### src/rtl/shiftreg_loader_if.sv
// Bundle between the system bus, shiftreg_loader and the shift-register pins.
// Latency: none (wires only).
// Backpressure: load_valid/load_ready handshake; clear_req is a level request.
//
// slave  : the loader side (takes word/requests, drives the register pins)
// master : the system side (drives word/requests, observes status and pins)
//   data_in    word to shift out          load_valid/load_ready  handshake
//   clear_req  zero the register outputs  oe_en                  output enable request
//   busy/done  status                     din/shcp/stcp/oe/sr_reset  register pins
interface shiftreg_loader_if #(
  parameter int WIDTH = 8
);
  logic [WIDTH-1:0] data_in;
  logic             load_valid;
  logic             load_ready;
  logic             clear_req;
  logic             oe_en;
  logic             busy;
  logic             done;
  logic             din;
  logic             shcp;
  logic             stcp;
  logic             oe;
  logic             sr_reset;

  modport slave (
    input  data_in, load_valid, clear_req, oe_en,
    output load_ready, busy, done, din, shcp, stcp, oe, sr_reset
  );

  modport master (
    output data_in, load_valid, clear_req, oe_en,
    input  load_ready, busy, done, din, shcp, stcp, oe, sr_reset
  );
endinterface

### src/rtl/shiftreg_loader.sv
// Sequencer for a serial-in/parallel-out shift register: serialises a word onto din with shcp, then pulses stcp.
// Latency: load 2*WIDTH*CLK_DIV + CLK_DIV clks accept-to-done, clear 2*CLK_DIV clks.
// Backpressure: load_ready low while a transfer/clear runs; clear_req is only honoured when idle, never queued.
//
// Ports:
//   clk    system clock, rising edge
//   reset  asynchronous active-low reset
//   bus    shiftreg_loader_if.slave: data_in/load_valid/load_ready handshake, clear_req, oe_en,
//          busy/done status, and the register pins din, shcp, stcp, oe, sr_reset (all registered).
module shiftreg_loader #(
  parameter int WIDTH     = 8,
  parameter int CLK_DIV   = 2,
  parameter bit MSB_FIRST = 1'b1
) (
  input logic              clk,
  input logic              reset,
  shiftreg_loader_if.slave bus
);

  localparam int              PH_W     = (CLK_DIV > 1) ? $clog2(CLK_DIV) : 1;
  localparam int              BIT_W    = $clog2(WIDTH);
  localparam logic [PH_W-1:0]  PH_LAST  = PH_W'(CLK_DIV - 1);
  localparam logic [BIT_W-1:0] BIT_LAST = BIT_W'(WIDTH - 1);

  typedef enum logic [2:0] {
    IDLE,
    SH_LO,
    SH_HI,
    LATCH,
    CLR,
    CLR_LATCH
  } state_t;

  state_t           state_q, state_d;
  logic [PH_W-1:0]  ph_q, ph_d;
  logic [BIT_W-1:0] bit_q, bit_d;
  logic [WIDTH-1:0] buf_q, buf_d, buf_shifted;

  logic ready_q, ready_d;
  logic busy_q, busy_d;
  logic done_q, done_d;
  logic din_q, din_d;
  logic shcp_q, shcp_d;
  logic stcp_q, stcp_d;
  logic oe_q, oe_d;
  logic sr_reset_q, sr_reset_d;

  logic ph_last;
  logic take_clear;
  logic take_load;
  logic fin_d;

  assign ph_last = (ph_q == PH_LAST);

  // ready_q marks the handshake window: IDLE, and also the final clk of
  // LATCH/CLR_LATCH (the done cycle). Opening the window in the done cycle
  // lets back-to-back words run with no idle gap. Clear wins over a load.
  assign take_clear = ready_q && bus.clear_req;
  assign take_load  = ready_q && !bus.clear_req && bus.load_valid;

  // The bit on din is always the head of the buffer; the buffer moves one
  // place towards the head after every shcp high phase.
  always_comb begin
    if (MSB_FIRST) begin
      buf_shifted = {buf_q[WIDTH-2:0], 1'b0};
    end else begin
      buf_shifted = {1'b0, buf_q[WIDTH-1:1]};
    end
  end

  // Next-state: each non-IDLE state lasts CLK_DIV clks, timed by ph_q.
  always_comb begin
    state_d = state_q;
    ph_d    = ph_q;
    bit_d   = bit_q;
    buf_d   = buf_q;

    if (take_clear) begin
      state_d = CLR;
      ph_d    = '0;
    end else if (take_load) begin
      state_d = SH_LO;
      ph_d    = '0;
      bit_d   = '0;
      buf_d   = bus.data_in;
    end else begin
      unique case (state_q)
        IDLE: begin
          ph_d = '0;
        end
        SH_LO: begin
          if (ph_last) begin
            state_d = SH_HI;
            ph_d    = '0;
          end else begin
            ph_d = ph_q + PH_W'(1);
          end
        end
        SH_HI: begin
          if (ph_last) begin
            ph_d  = '0;
            buf_d = buf_shifted;
            bit_d = bit_q + BIT_W'(1);
            if (bit_q == BIT_LAST) begin
              state_d = LATCH;
            end else begin
              state_d = SH_LO;
            end
          end else begin
            ph_d = ph_q + PH_W'(1);
          end
        end
        LATCH, CLR_LATCH: begin
          if (ph_last) begin
            state_d = IDLE;
            ph_d    = '0;
          end else begin
            ph_d = ph_q + PH_W'(1);
          end
        end
        CLR: begin
          if (ph_last) begin
            state_d = CLR_LATCH;
            ph_d    = '0;
          end else begin
            ph_d = ph_q + PH_W'(1);
          end
        end
        default: begin
          state_d = IDLE;
          ph_d    = '0;
        end
      endcase
    end
  end

  // Outputs are decoded from the next state so the registered pins line up
  // with state_q. shcp is only high in SH_HI and stcp only in the latch
  // states, so they can never overlap; din is only reloaded on entry to
  // SH_LO, i.e. while shcp is low.
  always_comb begin
    fin_d      = ((state_d == LATCH) || (state_d == CLR_LATCH)) && (ph_d == PH_LAST);
    ready_d    = (state_d == IDLE) || fin_d;
    busy_d     = !ready_d;
    done_d     = fin_d;
    shcp_d     = (state_d == SH_HI);
    stcp_d     = (state_d == LATCH) || (state_d == CLR_LATCH);
    sr_reset_d = (state_d != CLR);
    oe_d       = !bus.oe_en;
    din_d      = din_q;
    if (state_d == SH_LO) begin
      din_d = MSB_FIRST ? buf_d[WIDTH-1] : buf_d[0];
    end
  end

  always_ff @(posedge clk or negedge reset) begin
    if (!reset) begin
      state_q    <= IDLE;
      ph_q       <= '0;
      bit_q      <= '0;
      buf_q      <= '0;
      ready_q    <= 1'b0;
      busy_q     <= 1'b0;
      done_q     <= 1'b0;
      din_q      <= 1'b0;
      shcp_q     <= 1'b0;
      stcp_q     <= 1'b0;
      oe_q       <= 1'b1;
      sr_reset_q <= 1'b0;
    end else begin
      state_q    <= state_d;
      ph_q       <= ph_d;
      bit_q      <= bit_d;
      buf_q      <= buf_d;
      ready_q    <= ready_d;
      busy_q     <= busy_d;
      done_q     <= done_d;
      din_q      <= din_d;
      shcp_q     <= shcp_d;
      stcp_q     <= stcp_d;
      oe_q       <= oe_d;
      sr_reset_q <= sr_reset_d;
    end
  end

  // A pending clear closes the load window in the same cycle so the master
  // never sees its word accepted alongside a clear.
  assign bus.load_ready = ready_q && !bus.clear_req;
  assign bus.busy       = busy_q;
  assign bus.done       = done_q;
  assign bus.din        = din_q;
  assign bus.shcp       = shcp_q;
  assign bus.stcp       = stcp_q;
  assign bus.oe         = oe_q;
  assign bus.sr_reset   = sr_reset_q;

endmodule

### src/flat_wrapper.sv
// flat-port wrapper written by rule: the top's interface ports become plain ports
module shiftreg_loader_flat 
#(
  parameter int WIDTH     = 8,
  parameter int CLK_DIV   = 2,
  parameter bit MSB_FIRST = 1'b1
)
  (clk, reset, bus_data_in, bus_load_valid, bus_clear_req, bus_oe_en, bus_load_ready, bus_busy, bus_done, bus_din, bus_shcp, bus_stcp, bus_oe, bus_sr_reset);
  shiftreg_loader_if #(.WIDTH(WIDTH)) bus_i ();
  input logic clk;
  input logic reset;
  input wire logic [$bits(bus_i.data_in)-1:0] bus_data_in;
  input wire logic [$bits(bus_i.load_valid)-1:0] bus_load_valid;
  input wire logic [$bits(bus_i.clear_req)-1:0] bus_clear_req;
  input wire logic [$bits(bus_i.oe_en)-1:0] bus_oe_en;
  output wire logic [$bits(bus_i.load_ready)-1:0] bus_load_ready;
  output wire logic [$bits(bus_i.busy)-1:0] bus_busy;
  output wire logic [$bits(bus_i.done)-1:0] bus_done;
  output wire logic [$bits(bus_i.din)-1:0] bus_din;
  output wire logic [$bits(bus_i.shcp)-1:0] bus_shcp;
  output wire logic [$bits(bus_i.stcp)-1:0] bus_stcp;
  output wire logic [$bits(bus_i.oe)-1:0] bus_oe;
  output wire logic [$bits(bus_i.sr_reset)-1:0] bus_sr_reset;
  assign bus_i.data_in = bus_data_in;
  assign bus_i.load_valid = bus_load_valid;
  assign bus_i.clear_req = bus_clear_req;
  assign bus_i.oe_en = bus_oe_en;
  assign bus_load_ready = bus_i.load_ready;
  assign bus_busy = bus_i.busy;
  assign bus_done = bus_i.done;
  assign bus_din = bus_i.din;
  assign bus_shcp = bus_i.shcp;
  assign bus_stcp = bus_i.stcp;
  assign bus_oe = bus_i.oe;
  assign bus_sr_reset = bus_i.sr_reset;
  shiftreg_loader #(.WIDTH(WIDTH), .CLK_DIV(CLK_DIV), .MSB_FIRST(MSB_FIRST)) u_core (.clk(clk), .reset(reset), .bus(bus_i));
endmodule
### config.mk
export PLATFORM = sky130hd
export DESIGN_NAME = shiftreg_loader_flat
export DESIGN_NICKNAME = d
export VERILOG_FILES = /design/src/rtl/shiftreg_loader_if.sv /design/src/rtl/shiftreg_loader.sv /design/src/flat_wrapper.sv
export SDC_FILE = /design/constraint.sdc
export NUM_CORES = 1
export LEC_CHECK = 0
export ABC_CLOCK_PERIOD_IN_PS = 1950
export CORE_MARGIN = 2
export CORE_UTILIZATION = 28
export DETAILED_ROUTE_END_ITERATION = 6
export PLACE_DENSITY = 0.46
export REMOVE_ABC_BUFFERS = 1
export SYNTH_ARGS = -nofsm -noshare
export SYNTH_HDL_FRONTEND = slang
export SYNTH_SLANG_ARGS = --single-unit
export TNS_END_PERCENT = 50
### constraint.sdc
create_clock -name clk -period 1.95 [get_ports clk]
set_input_delay 0.585 -clock clk [delete_from_list [all_inputs] [get_ports clk]]
set_output_delay 0.585 -clock clk [all_outputs]
set_load 0.005 [all_outputs]
==> impl_metrics.json, run 1 <==
{
  "synthCells": 100,
  "crit_end": "u_core.bus.din",
  "final_common_cell": "dfrtp_1",
  "period_share": 0.962,
  "grt_usage": 0.116,
  "rr_worst_depth": 5,
  "r2r_start": "u_core.state_q[1]",
  "initial_utilization": 0.292,
  "synth_top_area_share": 0.511,
  "crit_type": "in -> reg",
  "grt_pass1_wl_mm": 3.82,
  "wl_met1_mm": 1.17,
  "path_clk_slew_ps": 80,
  "cp-start-kind": "primary input",
  "total_power_mw": 2.01,
  "crit_buf_inv": 1,
  "max_stage_delay_ps": 500,
  "highest_layer": "met4",
  "numCtsBuffers": 3,
  "fin_cells": 181,
  "core_area_mm2": 0.00369,
  "wl_per_cell_um": 12.9,
  "cellPowerDensity_mw_per_mm2": 1360,
  "critPathMaxFanout": 4,
  "die-area_mm2": 0.00436,
  "num-nets-final": 149,
  "met2_length_mm": 1.09,
  "hold_ws_ps": 483,
  "ir_drop_mv": 0.604,
  "synth_largest_area_cell": "dfrtp_1",
  "antenna_found_initial": 0,
  "cts_root_buffer": "clkbuf_8",
  "synth_edf_count": 0,
  "yosysWarnings": 0,
  "crit_cells": 5,
  "r2r-end": "u_core.bus.busy",
  "synth-async-reset-ratio": 1.00,
  "num_vias": 874,
  "avgSynthCellArea_um2": 10.8,
  "crit_start": "bus_load_valid",
  "ys_seq_area_frac": 0.535,
  "cp_cell_sequence": "clkdlybuf4s50_1 -> and3b_2 -> o21ai_0 -> a221o_1 -> mux2_2",
  "fin_crit_ps": 1880,
  "finalHoldViolations": 0,
  "rsz0062_at_grt": "false",
  "postRouteWirelength_mm": 2.33,
  "crit_required_ps": 2100,
  "vias_per_cell": 4.83,
  "die_y_um": 66.0,
  "finClkSkew_ps": 1.42,
  "slew_violations": 0,
  "grt_max_degree": 24,
  "antenna_left": 0,
  "drc_errors": 0,
  "worstSetupEndpointType": "flop",
  "grt_pass1_vias": 813,
  "relSlewSlack": 0.742,
  "cap_violations": 0,
  "dp_hpwl_mm": 1.66,
  "num_rows": 22,
  "final_cell_mix": "dfrtp_1, clkdlybuf4s50_1, buf_4",
  "ios": 21,
  "yosysUniqueCellTypes": 34,
  "drive_gt1_frac": 0.211,
  "ff2ff_setup_slack_ps": 180,
  "firstDrtPassIters": 4,
  "worstPathArrival_ps": 2030,
  "max_freq_ghz": 0.533,
  "synth_seq_cells": 23,
  "holdBufCountCts": 0,
  "drt_iter0_drc": 28,
  "synth_area_mm2": 0.00108,
  "n_fill_cell": 390,
  "critical-path-top-delay-family": "buffers and inverters",
  "dr_wl_met3_um": 50,
  "tightest_slew_ps": 387,
  "setup_violations": 0,
  "port_buffers": 20,
  "cts_tree": "yes",
  "outcome": "completed",
  "p_leak_nw": 0.649,
  "synth_area_leaders": "dfrtp_1, a22oi_1, o21ai_0",
  "place_inst": 176,
  "hold_class": "reg -> reg",
  "crit_path_top_delay_cell": "clkdlybuf4s50_1",
  "place.gp.congestion": 0.757,
  "syn2layout_area_growth_pct": 37.2,
  "clock_latency_ps": 260,
  "die_w_um": 66.0,
  "overflow": 0,
  "ys.flop_type": "dfrtp_1",
  "fin_util": 0.401,
  "n_antenna_cell": 0,
  "clockBufferDepth": 2,
  "cts.sinks": 23,
  "setup_tns_ps": 0,
  "htree_levels": 1
}
-- metal layers --
metal / global-route usage / vias to the layer above
li1: - / 434
met5: 0 / -
met3: 0.0153 / 2
met2: 0.179 / 8
met4: 0.0638 / 0
met1: 0.158 / 430
-- stage by stage --
| step | setup slack [ps] | area (um2) |
|---|---|---|
| 6_report | 74.8 | 1480 |
| 5_1_grt | 7.15 | 1480 |
| 4_1_cts | 9.79 | 1460 |
| 3_5_place_dp | -352 | 1420 |
| 3_3_place_gp | -325 | 1420 |
| 2_1_floorplan | -172 | 1040 |
-- registers in the layout, indices dropped and copies added, names as in the netlist --
signal and cells:
u_core.bus.done 1, u_core.bus.sr_reset 1, u_core.ph_last 1, u_core.state_q 3
u_core.bus.busy 1, u_core.bus.oe 1, u_core.buf_q 8, u_core.ready_q 1
u_core.bus.stcp 1, u_core.bus.shcp 1, u_core.bit_q 3, u_core.bus.din 1
-- layout make-up --
cell class / count / area [um2] / share of cell area
Clock buffer: 3 / 41.3 / 0.0279
Timing Repair Buffer: 37 / 325 / 0.220
Clock inverter: 1 / 5.00 / 0.00339
Inverter: 2 / 7.51 / 0.00508
Multi-Input combinational cell: 67 / 462 / 0.312
Tap cell: 48 / 60.1 / 0.0406
Sequential cell: 23 / 577 / 0.390
-- cell families after synthesis --
logic type	count (synthesis)	share of synthesized area
AO/OA/AOI/OAI	35	0.251
AND/OR/NAND/NOR	29	0.138
flip-flops	23	0.535
buffers and inverters	10	0.0418
adder cells (fa/ha/maj)	2	0.0232
multiplexers	1	0.0105
-- synth_stat cells, drive strengths merged (2+ instances only) --
| master | n |
|---|---|
| dfrtp | 22 |
| nand2 | 10 |
| o21ai | 10 |
| a22oi | 7 |
| nor2 | 5 |
| and2 | 4 |
| buf | 4 |
| clkbuf | 4 |
| a21oi | 3 |
| o21a | 3 |
| a2111oi | 2 |
| a32o | 2 |
| and3 | 2 |
| ha | 2 |
| inv | 2 |
| nor2b | 2 |
| nor3 | 2 |
-- how the worst min path moves through the flow --
stage | end | slack [ps] | startpoint | cells after the start
after global routing | u_core.buf_q[4] | 520 | u_core.buf_q[4] | 2
after global placement | u_core.buf_q[4] | 460 | u_core.buf_q[4] | 2
after detailed placement | u_core.buf_q[6] | 470 | u_core.buf_q[6] | 2
after CTS | u_core.bit_q[0] | 490 | u_core.bit_q[0] | 1
after floorplan | u_core.bit_q[0] | 290 | reset | 0
final | u_core.bit_q[0] | 480 | u_core.bit_q[0] | 1
-- repair_timing --
| action | in CTS | in global routing |
|---|---|---|
| gates resized for setup | 2 | 2 |
| endpoints found under the hold margin | 0 | 0 |
| pin swaps | 0 | 3 |
| endpoints found under the setup margin | 3 | 4 |
| gates cloned | 0 | 0 |
| setup buffers | 0 | 1 |
-- where the power goes --
part           internal, mW  total, mW  leakage, nW  switching [mW]
sequential            0.668      0.779        0.290           0.111
clock                 0.142      0.295       0.0255           0.153
combinational         0.495      0.931        0.333           0.436
Note: power is estimated with default switching activity, not from simulation.
==> inputs of run 2 (changes only) <==
--- a/config.mk
+++ b/config.mk
@@ -7,9 +7,9 @@
 export LEC_CHECK = 0
 export ABC_CLOCK_PERIOD_IN_PS = 1950
 export CORE_MARGIN = 2
-export CORE_UTILIZATION = 28
+export CORE_UTILIZATION = 43
 export DETAILED_ROUTE_END_ITERATION = 6
-export PLACE_DENSITY = 0.46
+export PLACE_DENSITY = 0.66
 export REMOVE_ABC_BUFFERS = 1
 export SYNTH_ARGS = -nofsm -noshare
 export SYNTH_HDL_FRONTEND = slang
==> impl_metrics.json, run 2 (synthesis results as in run 1) <==
{
  "crit_type": "in -> reg",
  "grt_usage": 0.180,
  "cts.repair.resized": 2,
  "num_vias": 869,
  "met2_usage": 0.299,
  "fin_ws_ps": 62.0,
  "multi_input_area_um2": 455,
  "num_rows": 18,
  "slew_violations": 0,
  "ios": 21,
  "overflow": 0,
  "met1_usage": 0.211,
  "max_stage_delay_ps": 450,
  "ir_drop_mv": 0.802,
  "relSlewSlack": 0.713,
  "cellPowerDensity_mw_per_mm2": 1340,
  "syn2layout_area_growth_pct": 30.8,
  "p_seq_frac": 0.417,
  "firstDrtPassIters": 4,
  "cap_violations": 0,
  "setup_violations": 0,
  "ff_latch_area_um2": 577,
  "largest_reg_flops": 8,
  "pwr-share-clk": 0.116,
  "finClkSkew_ps": 2.73,
  "place_inst": 156,
  "clockBufferDepth": 2,
  "initial_utilization": 0.443,
  "crit_required_ps": 2150,
  "cts_root_buffer": "clkbuf_4",
  "comb_power_share": 0.467,
  "n_fill_cell": 224,
  "drc_errors": 0,
  "num-nets-final": 146,
  "post-place-ws_ps": -352,
  "p_leak_nw": 0.632,
  "crit_path_top_delay_cell": "clkdlybuf4s50_1",
  "clock_latency_ps": 310,
  "power.switching_uw": 681,
  "vias_per_cell": 5.43,
  "regMostFlops": "u_core.buf_q",
  "grt_max_degree": 13,
  "drive_gt1_frac": 0.169,
  "antenna_left": 0,
  "path_clk_slew_ps": 120,
  "fin_crit_ps": 1890,
  "port_buffers": 20,
  "cp_cell_sequence": "clkdlybuf4s50_1 -> o21a_1 -> a2111oi_4 -> o221ai_2 -> o22a_1",
  "final_common_cell": "dfrtp_1",
  "total_power_mw": 1.88,
  "die_y_um": 54.1,
  "tightest_slew_ps": 424,
  "max_freq_ghz": 0.530,
  "critPathMaxFanout": 4,
  "antenna_found_initial": 0,
  "period_share": 0.968,
  "wl_per_cell_um": 14.0,
  "n_antenna_cell": 0,
  "numCtsBuffers": 3,
  "met3_usage": 0.0278,
  "setup_tns_ps": 0,
  "worstSetupEndpointType": "flop",
  "finalHoldViolations": 0,
  "die_w_um": 54.1,
  "dp_hpwl_mm": 1.72,
  "grt_pass1_vias": 847,
  "drt_iter0_drc": 25,
  "fin_util": 0.579,
  "cts_tree": "yes",
  "outcome": "completed",
  "post_cts_buffers": 0,
  "top_regs": "u_core.buf_q (8), u_core.bit_q (3), u_core.state_q (3)",
  "core_area_mm2": 0.00243,
  "busiest_layer": "met2",
  "cts.sinks": 23,
  "worstPathArrival_ps": 2090,
  "place.gp.congestion": 0.836,
  "hold_class": "reg -> reg",
  "final_cell_mix": "dfrtp_1, clkdlybuf4s50_1, buf_4",
  "p_int_mw": 1.20,
  "swShare": 0.361,
  "postRouteWirelength_mm": 2.25,
  "fin_cells": 160,
  "holdBufCountCts": 0,
  "cp-start-kind": "primary input",
  "grt_pass1_wl_mm": 3.63,
  "die-area_mm2": 0.00292,
  "htree_levels": 1,
  "rsz0062_at_grt": "false"
}
run 2: changes by cell type in the layout (fill, tap and decap cells not counted), sizes merged:
| cell | previous run | this run |
|---|---|---|
| buf | 17 | 14 |
| clkdlybuf4s50 | 18 | 17 |
| clkinv | 1 | 0 |
| dlymetal6s2s | 0 | 1 |
| clkbuf | 3 | 4 |
run 2: cell type report:
cell class              instances  share of cell area
flip-flops and latches         23               0.409
clock buffers                   4              0.0187
inverters                       2             0.00533
repair buffers                 34               0.217
multi-input cells              67               0.323
well taps                      30              0.0266
run 2: per-stage QoR:
step | area, um2 | hold WS, ps
5_1_grt | 1410 | 528
3_3_place_gp | 1380 | 461
2_1_floorplan | 1040 | 289
3_5_place_dp | 1380 | 476
4_1_cts | 1410 | 496
6_report | 1410 | 499
run 2: path summary, 6_finish.rpt:
check / from / endpoint / slack (ps) / depth (start not counted)
max: bus_load_valid / u_core.bus.busy / 60 / 5
min: u_core.bit_q[0] / u_core.bit_q[0] / 500 / 1
max reg2reg: u_core.state_q[1] / u_core.bus.din / 110 / 4
min reg2reg: u_core.bit_q[0] / u_core.bit_q[0] / 500 / 1
max in group asynchronous: reset / u_core.ph_last / 970 / 2
min in group asynchronous: reset / u_core.buf_q[7] / 540 / 1
run 2: critical path, delay by kind of cell:
kind                   cells  cell delay (ps)
AO/OA/AOI/OAI              4             1060
buffers and inverters      1              450
run 2: layer usage:
layer,share of wire,vias to the layer above
met5,0,-
met4,0.034,0
met3,0.042,6
met2,0.48,25
met1,0.44,414
li1,-,424
run 2: power by group through the flow:
stage | clock network [mW] | logic [mW] | registers (mW)
after detailed placement | 0 | 0.875 | 0.794
final | 0.218 | 0.880 | 0.785
after global placement | 0 | 0.851 | 0.784
after global routing | 0.245 | 0.972 | 0.813
after CTS | 0.228 | 0.878 | 0.784
after floorplan | 0 | 0.448 | 0.821
